File: config.mk
export PLATFORM = sky130hd
export DESIGN_NAME = uart_tx_serializer
export DESIGN_NICKNAME = d
export VERILOG_FILES = /design/src/rtl/uart_pkg.sv /design/src/rtl/uart_bit_timer.sv /design/src/rtl/uart_tx_serializer.sv
export SDC_FILE = /design/constraint.sdc
export NUM_CORES = 1
export LEC_CHECK = 0
export CAP_MARGIN = 20
export CORE_ASPECT_RATIO = 1.4
export CORE_MARGIN = 2
export CORE_UTILIZATION = 51
export DETAILED_ROUTE_END_ITERATION = 8
export PLACE_DENSITY = 0.87
export SLEW_MARGIN = 20
export SYNTH_ARGS = -nofsm -noshare
export SYNTH_HDL_FRONTEND = slang
export SYNTH_SLANG_ARGS = --single-unit
File: constraint.sdc
create_clock -name clk -period 5.05 [get_ports clk]
set_input_delay 0.7575 -clock clk [delete_from_list [all_inputs] [get_ports clk]]
set_output_delay 0.7575 -clock clk [all_outputs]
set_load 0.005 [all_outputs]
File: src/rtl/uart_pkg.sv
// Shared UART definitions: parity-mode encodings and the serializer FSM states,
// kept here so the receive side can reuse the same encodings.
package uart_pkg;

    localparam logic [1:0] PAR_NONE = 2'b00;
    localparam logic [1:0] PAR_EVEN = 2'b01;
    localparam logic [1:0] PAR_ODD  = 2'b10;

    typedef enum logic [2:0] {
        ST_IDLE   = 3'd0,
        ST_START  = 3'd1,
        ST_DATA   = 3'd2,
        ST_PARITY = 3'd3,
        ST_STOP   = 3'd4
    } uart_state_e;

    // Mode 2'b11 is an alias for "no parity".
    function automatic logic par_enabled(input logic [1:0] mode);
        return (mode == PAR_EVEN) || (mode == PAR_ODD);
    endfunction

endpackage

File: src/rtl/uart_bit_timer.sv
// Bit-period timer: counts 0..CLKS_PER_BIT-1 while run is high, held at 0
// otherwise, and flags the last cycle of every bit period.
module uart_bit_timer #(
    parameter int CLKS_PER_BIT = 16
) (
    input  logic clk,
    input  logic rst_n,
    input  logic run,
    output logic bit_end
);

    localparam int CW = (CLKS_PER_BIT > 1) ? $clog2(CLKS_PER_BIT) : 1;
    localparam logic [CW-1:0] LAST = CW'(CLKS_PER_BIT - 1);

    logic [CW-1:0] cnt_q, cnt_d;

    always_comb begin
        cnt_d = cnt_q;
        if (!run || (cnt_q == LAST)) begin
            cnt_d = '0;
        end else begin
            cnt_d = cnt_q + CW'(1);
        end
    end

    always_ff @(posedge clk or negedge rst_n) begin
        if (!rst_n) begin
            cnt_q <= '0;
        end else begin
            cnt_q <= cnt_d;
        end
    end

    assign bit_end = run && (cnt_q == LAST);

endmodule

File: src/rtl/uart_tx_serializer.sv
// UART transmit serializer: start bit, DATA_W data bits (LSB or MSB first),
// optional parity, one or two stop bits, on a flop-driven idle-high line.
module uart_tx_serializer
    import uart_pkg::*;
#(
    parameter int DATA_W       = 8,
    parameter int CLKS_PER_BIT = 16
) (
    input  logic              clk,
    input  logic              rst_n,
    input  logic [DATA_W-1:0] tx_data,
    input  logic              tx_valid,
    output logic              tx_ready,
    input  logic [1:0]        par_mode,
    input  logic              stop2,
    input  logic              msb_first,
    output logic              tx_out,
    output logic              tx_busy,
    output logic              tx_done,
    output uart_state_e       dbg_state
);

    localparam int IDX_W = (DATA_W > 1) ? $clog2(DATA_W) : 1;
    localparam logic [IDX_W-1:0] IDX_LAST = IDX_W'(DATA_W - 1);

    uart_state_e       state_q;
    logic [DATA_W-1:0] data_q;
    logic [1:0]        par_q;
    logic              stop2_q;
    logic              msb_q;
    logic [IDX_W-1:0]  idx_q;
    logic              stop_cnt_q;
    logic              tx_out_q;

    logic              run;
    logic              bit_end;
    logic [IDX_W-1:0]  idx_d;
    logic              first_bit;
    logic              next_bit;
    logic              parity_bit;
    logic              last_stop;

    function automatic logic pick_bit(input logic [DATA_W-1:0] d, input logic msb,
                                      input logic [IDX_W-1:0] i);
        return msb ? d[IDX_LAST - i] : d[i];
    endfunction

    assign run        = (state_q != ST_IDLE);
    assign idx_d      = idx_q + IDX_W'(1);
    assign first_bit  = pick_bit(data_q, msb_q, '0);
    assign next_bit   = pick_bit(data_q, msb_q, idx_d);
    assign parity_bit = (^data_q) ^ (par_q == PAR_ODD);
    assign last_stop  = !stop2_q || stop_cnt_q;

    uart_bit_timer #(
        .CLKS_PER_BIT(CLKS_PER_BIT)
    ) u_bit_timer (
        .clk    (clk),
        .rst_n  (rst_n),
        .run    (run),
        .bit_end(bit_end)
    );

    // Handshake: a frame transfers on a rising edge where tx_valid && tx_ready;
    // tx_ready is high only in IDLE, and inputs are ignored at every other time.
    always_ff @(posedge clk or negedge rst_n) begin
        if (!rst_n) begin
            state_q    <= ST_IDLE;
            data_q     <= '0;
            par_q      <= '0;
            stop2_q    <= 1'b0;
            msb_q      <= 1'b0;
            idx_q      <= '0;
            stop_cnt_q <= 1'b0;
            tx_out_q   <= 1'b1;
        end else begin
            case (state_q)
                ST_IDLE: begin
                    if (tx_valid) begin
                        data_q     <= tx_data;
                        par_q      <= par_mode;
                        stop2_q    <= stop2;
                        msb_q      <= msb_first;
                        idx_q      <= '0;
                        stop_cnt_q <= 1'b0;
                        tx_out_q   <= 1'b0;
                        state_q    <= ST_START;
                    end
                end
                ST_START: begin
                    if (bit_end) begin
                        tx_out_q <= first_bit;
                        state_q  <= ST_DATA;
                    end
                end
                ST_DATA: begin
                    if (bit_end) begin
                        if (idx_q == IDX_LAST) begin
                            if (par_enabled(par_q)) begin
                                tx_out_q <= parity_bit;
                                state_q  <= ST_PARITY;
                            end else begin
                                tx_out_q <= 1'b1;
                                state_q  <= ST_STOP;
                            end
                        end else begin
                            idx_q    <= idx_d;
                            tx_out_q <= next_bit;
                        end
                    end
                end
                ST_PARITY: begin
                    if (bit_end) begin
                        tx_out_q <= 1'b1;
                        state_q  <= ST_STOP;
                    end
                end
                ST_STOP: begin
                    if (bit_end) begin
                        if (last_stop) begin
                            tx_out_q <= 1'b1;
                            state_q  <= ST_IDLE;
                        end else begin
                            stop_cnt_q <= 1'b1;
                        end
                    end
                end
                default: begin
                    tx_out_q <= 1'b1;
                    state_q  <= ST_IDLE;
                end
            endcase
        end
    end

    // tx_done is decoded purely from flops: the final cycle of the last stop bit.
    assign tx_done   = (state_q == ST_STOP) && bit_end && last_stop;
    assign tx_ready  = (state_q == ST_IDLE);
    assign tx_busy   = !tx_ready;
    assign tx_out    = tx_out_q;
    assign dbg_state = state_q;

endmodule

==> flow_summary.ini, run 1 <==
[synth]
synth.area.top_cells = dfrtp_1 (42%), mux2_2 (8.2%), mux2i_1 (8.0%), ha_1 (3.6%), mux4_2 (3.3%)
synth_common_cells = dfrtp_1 (23), mux2i_1 (11), mux2_2 (10)
synthDistinctLibCells = 39
seq_area_frac_synth_pct = 43.6
synth_seq_cells = 24
synth_cells = 117
synthFlopType = dfrtp_1
syn_area_per_cell_sq_um = 11.8
synth_top_cell_area_share_pct = 41.7
synth_edf_count = 0
yosysWarnings = 0
synth_largest_area_cell = dfrtp_1
netlist_area_sq_um = 1380
synth_most_common_cell = dfrtp_1
synth_nets = 136
synthArstFlopShare_pct = 100

[floorplan]
die_height_um = 65.5
die_w_um = 47.9
io-pin-count = 22
row_count = 22
start_util_pct = 53.3
die-area_sq_um = 3140
core_area_sq_um = 2590

[critical_path]
cp-start-kind = register
endpoint_kind = primary output
path_max_fanout = 12
arrival_ns = 2.06
critPathKind = register to primary output
crit_required_ns = 4.29
r2r_cells = 5

[final_layout]
area_growth_pct = 19.1
fillers = 231
drive_gt1_share_pct = 15.9
nets = 158
num_antenna_cells = 0

[timing]
hold_viol = 0
rsz0062_at_grt = false
finClkSkew_ns = 0.00911
max_slew_margin_pct = 55.4
period_minus_slack_ns = 2.82
setup-violations-final = 0
period_share_pct = 55.8
tns_ns = 0
slew_viol_final = 0
holdWs_ns = 0.383
worst_slew_pin_slew_ns = 0.667
fmax_mhz = 355

[clocking]
worst_skew_pair.late_latency_ns = 0.32
cts_buffers = 3
cts_resized = 0
cts.sinks = 24
clockBufferDepth = 2
root_buffer = clkbuf_4
ctsHoldBuffers = 0
clk_pin_slew_ns = 0.13
h-tree-depth = 1
post_cts_buffers = 0
cts_tree = built

[power_and_ir_drop]
finalPower_uw = 819
switchingPower_uw = 280
intPower_uw = 539
cellPowerDensity_nw_per_um2 = 499
power_frac_comb_pct = 46.3
power_frac_seq_pct = 41.2
switching_share_pct = 34.2
peakVddDrop_v = 0.000326
clockPowerShare_pct = 12.6
p_leak_uw = 0.000670

[global_route]
antenna_found_initial = 0
grt_pass1_vias = 975
grtUsageMet2_pct = 32.8
grtUsageMet3_pct = 2.75
grt_usage_pct = 19.1
grt_pass1_wl_um = 4330
met1_usage_pct = 22.7
grt_overflow = 0
grt_busiest_layer = met2
grt_max_degree = 25

[placement]
place.gp.congestion = 0.827
io_buffers = 21
dp_hpwl_um = 2010

[detailed_routing]
routedWlPerCell_um = 15.0
vias = 994
drt_pass1_iterations = 4
drc = 0
drt-vias-per-instance = 5.71
drt_iter0_markers = 23
ant_nets = 0
drt-total-wl_um = 2610

[worst_hold_path]
min_path_type = input port to asynchronous set/reset pin

[job]
maxCapViolations = 0

[status]
status = complete, no violations
==> kinds of logic after synthesis <==
kind of cell               synth area share (%)
DFF                                        43.6
xor gates and xnor gates                   5.90
AOI/OAI and AO/OA                          12.3
muxes                                      20.2
buffers and inverters                      2.81
and+or+nand+nor                            11.5
adders and majority gates                  3.63
==> registers in the layout (all words and copies together) (netlist names) <==
name and flops:
stop_cnt_q 1, msb_q 1, dbg_state 3, idx_q 3, data_q 8, u_bit_timer.cnt_q 4
stop2_q 1, par_q 2, tx_out 1
==> path summary, 6_finish.rpt <==
path	slack, ns	from	end
setup / recovery	2.23	dbg_state[0]	tx_busy
hold / removal	0.38	rst_n	dbg_state[0]
setup reg to reg	2.64	idx_q[0]	tx_out
hold reg to reg	0.52	u_bit_timer.cnt_q[0]	u_bit_timer.cnt_q[0]
max in group asynchronous	4.31	rst_n	tx_out
min in group clk	0.52	u_bit_timer.cnt_q[0]	u_bit_timer.cnt_q[0]
==> metrics by stage <==
step / setup WS [ns] / instance area, sq um / std cells / utilization (%)
after floorplan: 2.89 / 1380 / 117 / -
after global placement: 2.45 / 1610 / 170 / 62.2
after detailed placement: 2.35 / 1610 / 170 / 62.2
after CTS: 2.22 / 1650 / 174 / 63.6
after global routing: 2.05 / 1640 / 174 / 63.4
final: 2.23 / 1640 / 174 / 63.4
==> area by class of cell <==
| class | count | area (sq um) | area share [%] |
|---|---|---|---|
| inverter | 4 | 15.0 | 0.915 |
| sequential | 24 | 602 | 36.7 |
| timing repair buffer | 21 | 205 | 12.5 |
| multi-input combinational | 85 | 738 | 45.0 |
| clock buffer | 4 | 36.3 | 2.21 |
| tap | 36 | 45.0 | 2.74 |
==> layout by cell type, fill, tap and decap left out, types with 2 or more instances in the layout <==
master,count
mux2_2,10
dfrtp_1,23
nor2b_1,2
and3_1,2
or3b_2,2
a21oi_1,6
nor3_1,2
a22oi_1,2
o41ai_1,2
xnor2_1,3
clkdlybuf4s50_1,20
nor3b_1,2
nand2_1,4
o21ai_0,4
nand3_1,2
nor2_1,7
ha_1,4
mux2i_1,11
o2bb2ai_1,3
mux4_2,2
clkbuf_4,3
inv_1,4
==> worst max-delay path, stage by stage, from the launching register on <==
cell and delay, ns:
dfrtp_1 0.52, nor3_1 0.54, inv_1 0.19, clkdlybuf4s50_1 0.48
==> power groups by stage <==
stage | Sequential [uW] | Clock (uW) | Combinational (uW)
after CTS | 337 | 105 | 385
after floorplan | 316 | 0 | 290
final | 337 | 103 | 379
after detailed placement | 342 | 0 | 381
after global routing | 347 | 113 | 420
after global placement | 336 | 0 | 374
==> routing by layer <==
metal  up-vias  wire (um)  part of all wire (%)
met5         -          0                     0
met4         0         71                   2.7
met3         6        109                   4.2
met2        30       1390                    53
met1       479       1040                    40
li1        479          -                     -
(Power assumes the default switching activity.)
==> inputs of run 2 (changes only) <==
--- a/config.mk
+++ b/config.mk
@@ -8,9 +8,9 @@
 export CAP_MARGIN = 20
 export CORE_ASPECT_RATIO = 1.4
 export CORE_MARGIN = 2
-export CORE_UTILIZATION = 51
+export CORE_UTILIZATION = 47
 export DETAILED_ROUTE_END_ITERATION = 8
-export PLACE_DENSITY = 0.87
+export PLACE_DENSITY = 0.84
 export SLEW_MARGIN = 20
 export SYNTH_ARGS = -nofsm -noshare
 export SYNTH_HDL_FRONTEND = slang
==> constraint.sdc (replaced) <==
create_clock -name clk -period 2.4 [get_ports clk]
set_input_delay 0.36 -clock clk [delete_from_list [all_inputs] [get_ports clk]]
set_output_delay 0.36 -clock clk [all_outputs]
set_load 0.005 [all_outputs]
==> run 2 against run 1 <==
Combinational power increased by 110%. Largest power group unchanged. Sequential power grew 110%. Final cell count is 4.0% higher. First-iteration DRC count shrank 39%. Setup slack got worse by 2.1 ns. Critical path depth stayed put. Clock skew is 0.0064 ns lower. Non-clock buffer count is 6 higher. Clock-buffer cell count unchanged. Largest cell class unchanged. Clock power rose to 2.7 times the previous value.
==> flow_summary.ini, run 2 (same netlist as run 1, synthesis figures left out) <==
[status]
status = complete, no violations

[critical_path]
crit_required_ns = 2.04
cp-startpoint = dbg_state[0]
cp_common_cell = nor3b_1
r2r_setup_slack_ns = 0.15
arrival_ns = 1.92
cpMaxStageDelayCell = clkdlybuf4s50_1
r2r_cells = 5
rr_startpoint = idx_q[1]
path_cells = nor3b_1 -> nor3b_1 -> clkdlybuf4s50_1
endpoint_kind = primary output
critPathKind = register to primary output
path_max_fanout = 12
timing.rr.end = tx_out
cpPeakStageDelay_ns = 0.54
cp-start-kind = register

[timing]
worst_slew_pin_slew_ns = 0.669
slew_viol_final = 0
period_minus_slack_ns = 2.28
holdWs_ns = 0.448
fmax_mhz = 438
finClkSkew_ns = 0.00271
rsz0062_at_grt = false
tns_ns = 0
setup-violations-final = 0
period_share_pct = 95.1
hold_viol = 0
max_slew_margin_pct = 55.3

[detailed_routing]
drt_iter0_markers = 14
drt-total-wl_um = 2750
routedWlPerCell_um = 15.2
ant_nets = 0
drt_pass1_iterations = 4
drt-vias-per-instance = 5.70
drc = 0
vias = 1032

[floorplan]
io-pin-count = 22
core_area_sq_um = 2820
row_count = 23
die_height_um = 68.1
die-area_sq_um = 3390
start_util_pct = 48.9
die_w_um = 49.8

[final_layout]
num_antenna_cells = 0
largest_reg_flops = 8
top_register = data_q
final_cell_mix = dfrtp_1 (22), clkdlybuf4s50_1 (21), mux2i_1 (11), mux2_2 (10), nor2_1 (7)
reg.largest.list = data_q (8), u_bit_timer.cnt_q (4)
final_common_cell = dfrtp_1
area_growth_pct = 24.2
fillers = 256
nets = 164
drive_gt1_share_pct = 19.4

[power_and_ir_drop]
cellPowerDensity_nw_per_um2 = 1050
power_frac_seq_pct = 39.9
intPower_uw = 1200
switchingPower_uw = 590
power_frac_comb_pct = 44.9
clockPowerShare_pct = 15.3
switching_share_pct = 32.9
p_leak_uw = 0.000705
peakVddDrop_v = 0.000805
finalPower_uw = 1790

[global_route]
antenna_found_initial = 0
grt_pass1_vias = 1082
grt_pass1_wl_um = 4770
grt_max_degree = 25
grt_overflow = 0
grt_usage_pct = 18.5

[clocking]
clockBufferDepth = 2
cts_buffers = 3
cts_resized = 0
worst_skew_pair.late_latency_ns = 0.27
root_buffer = clkbuf_8
h-tree-depth = 1
ctsHoldBuffers = 0
post_cts_buffers = 0
cts_tree = built
cts.sinks = 24
clk_pin_slew_ns = 0.08

[placement]
dp_hpwl_um = 2120
io_buffers = 21
place.gp.congestion = 0.832

[job]
maxCapViolations = 0

[worst_hold_path]
min_path_type = input port to asynchronous set/reset pin
## run 2: cell types whose count changed in the layout (fill, tap and decap cells not counted)
cell             delta
buf_4               +6
clkbuf_4            -3
clkbuf_8            +3
buf_2               -1
clkdlybuf4s50_1     +1
dfrtp_1             -1
dfrtp_2             +1
## run 2: critical path: cells and delay by family, from the launching register on
| kind | cells | cell delay, ns |
|---|---|---|
| flops | 1 | 0.51 |
| simple gates | 2 | 0.61 |
| buf+inv | 1 | 0.54 |
## run 2: layout make-up
| cell class | instances | area [sq um] | area share, % |
|---|---|---|---|
| Inverter | 4 | 15.0 | 0.877 |
| Sequential cell | 24 | 603 | 35.2 |
| Tap cell | 37 | 46.3 | 2.70 |
| Clock buffer | 4 | 55.1 | 3.21 |
| Timing Repair Buffer | 27 | 255 | 14.9 |
| Multi-Input combinational cell | 85 | 738 | 43.1 |
## run 2: worst max-delay path by stage
stage,endpoint,cells past startpoint,slack (ns)
3_3_place_gp,tx_out,5,0.24
5_1_grt,tx_done,3,0.02
3_5_place_dp,tx_out,5,0.16
2_1_floorplan,tx_out,6,0.24
6_report,tx_done,3,0.12
4_1_cts,tx_done,3,0.1
## run 2: through the flow
stage	util, %	area [sq um]	setup WS, ns	instances
after CTS	60.7	1710	0.0972	181
after global placement	58.7	1660	0.244	177
after floorplan	-	1380	0.241	117
after detailed placement	58.7	1660	0.158	177
final	60.7	1710	0.118	181
after global routing	60.7	1710	0.0203	181
## run 2: layer usage
layer | GRT usage [%] | share of wire [%] | up-vias
met5 | 0 | 0 | -
met4 | 11.1 | 2.4 | 0
met3 | 2.40 | 3.0 | 7
met2 | 32.5 | 53 | 30
met1 | 21.7 | 41 | 504
li1 | - | - | 491
## run 2: power by group through the flow
stage               clock (uW)  combinational [uW]  sequential, uW
floorplan                    0                 611             665
global placement             0                 784             710
detailed placement           0                 805             723
CTS                        279                 812             714
global route               297                 886             739
finish                     274                 806             715
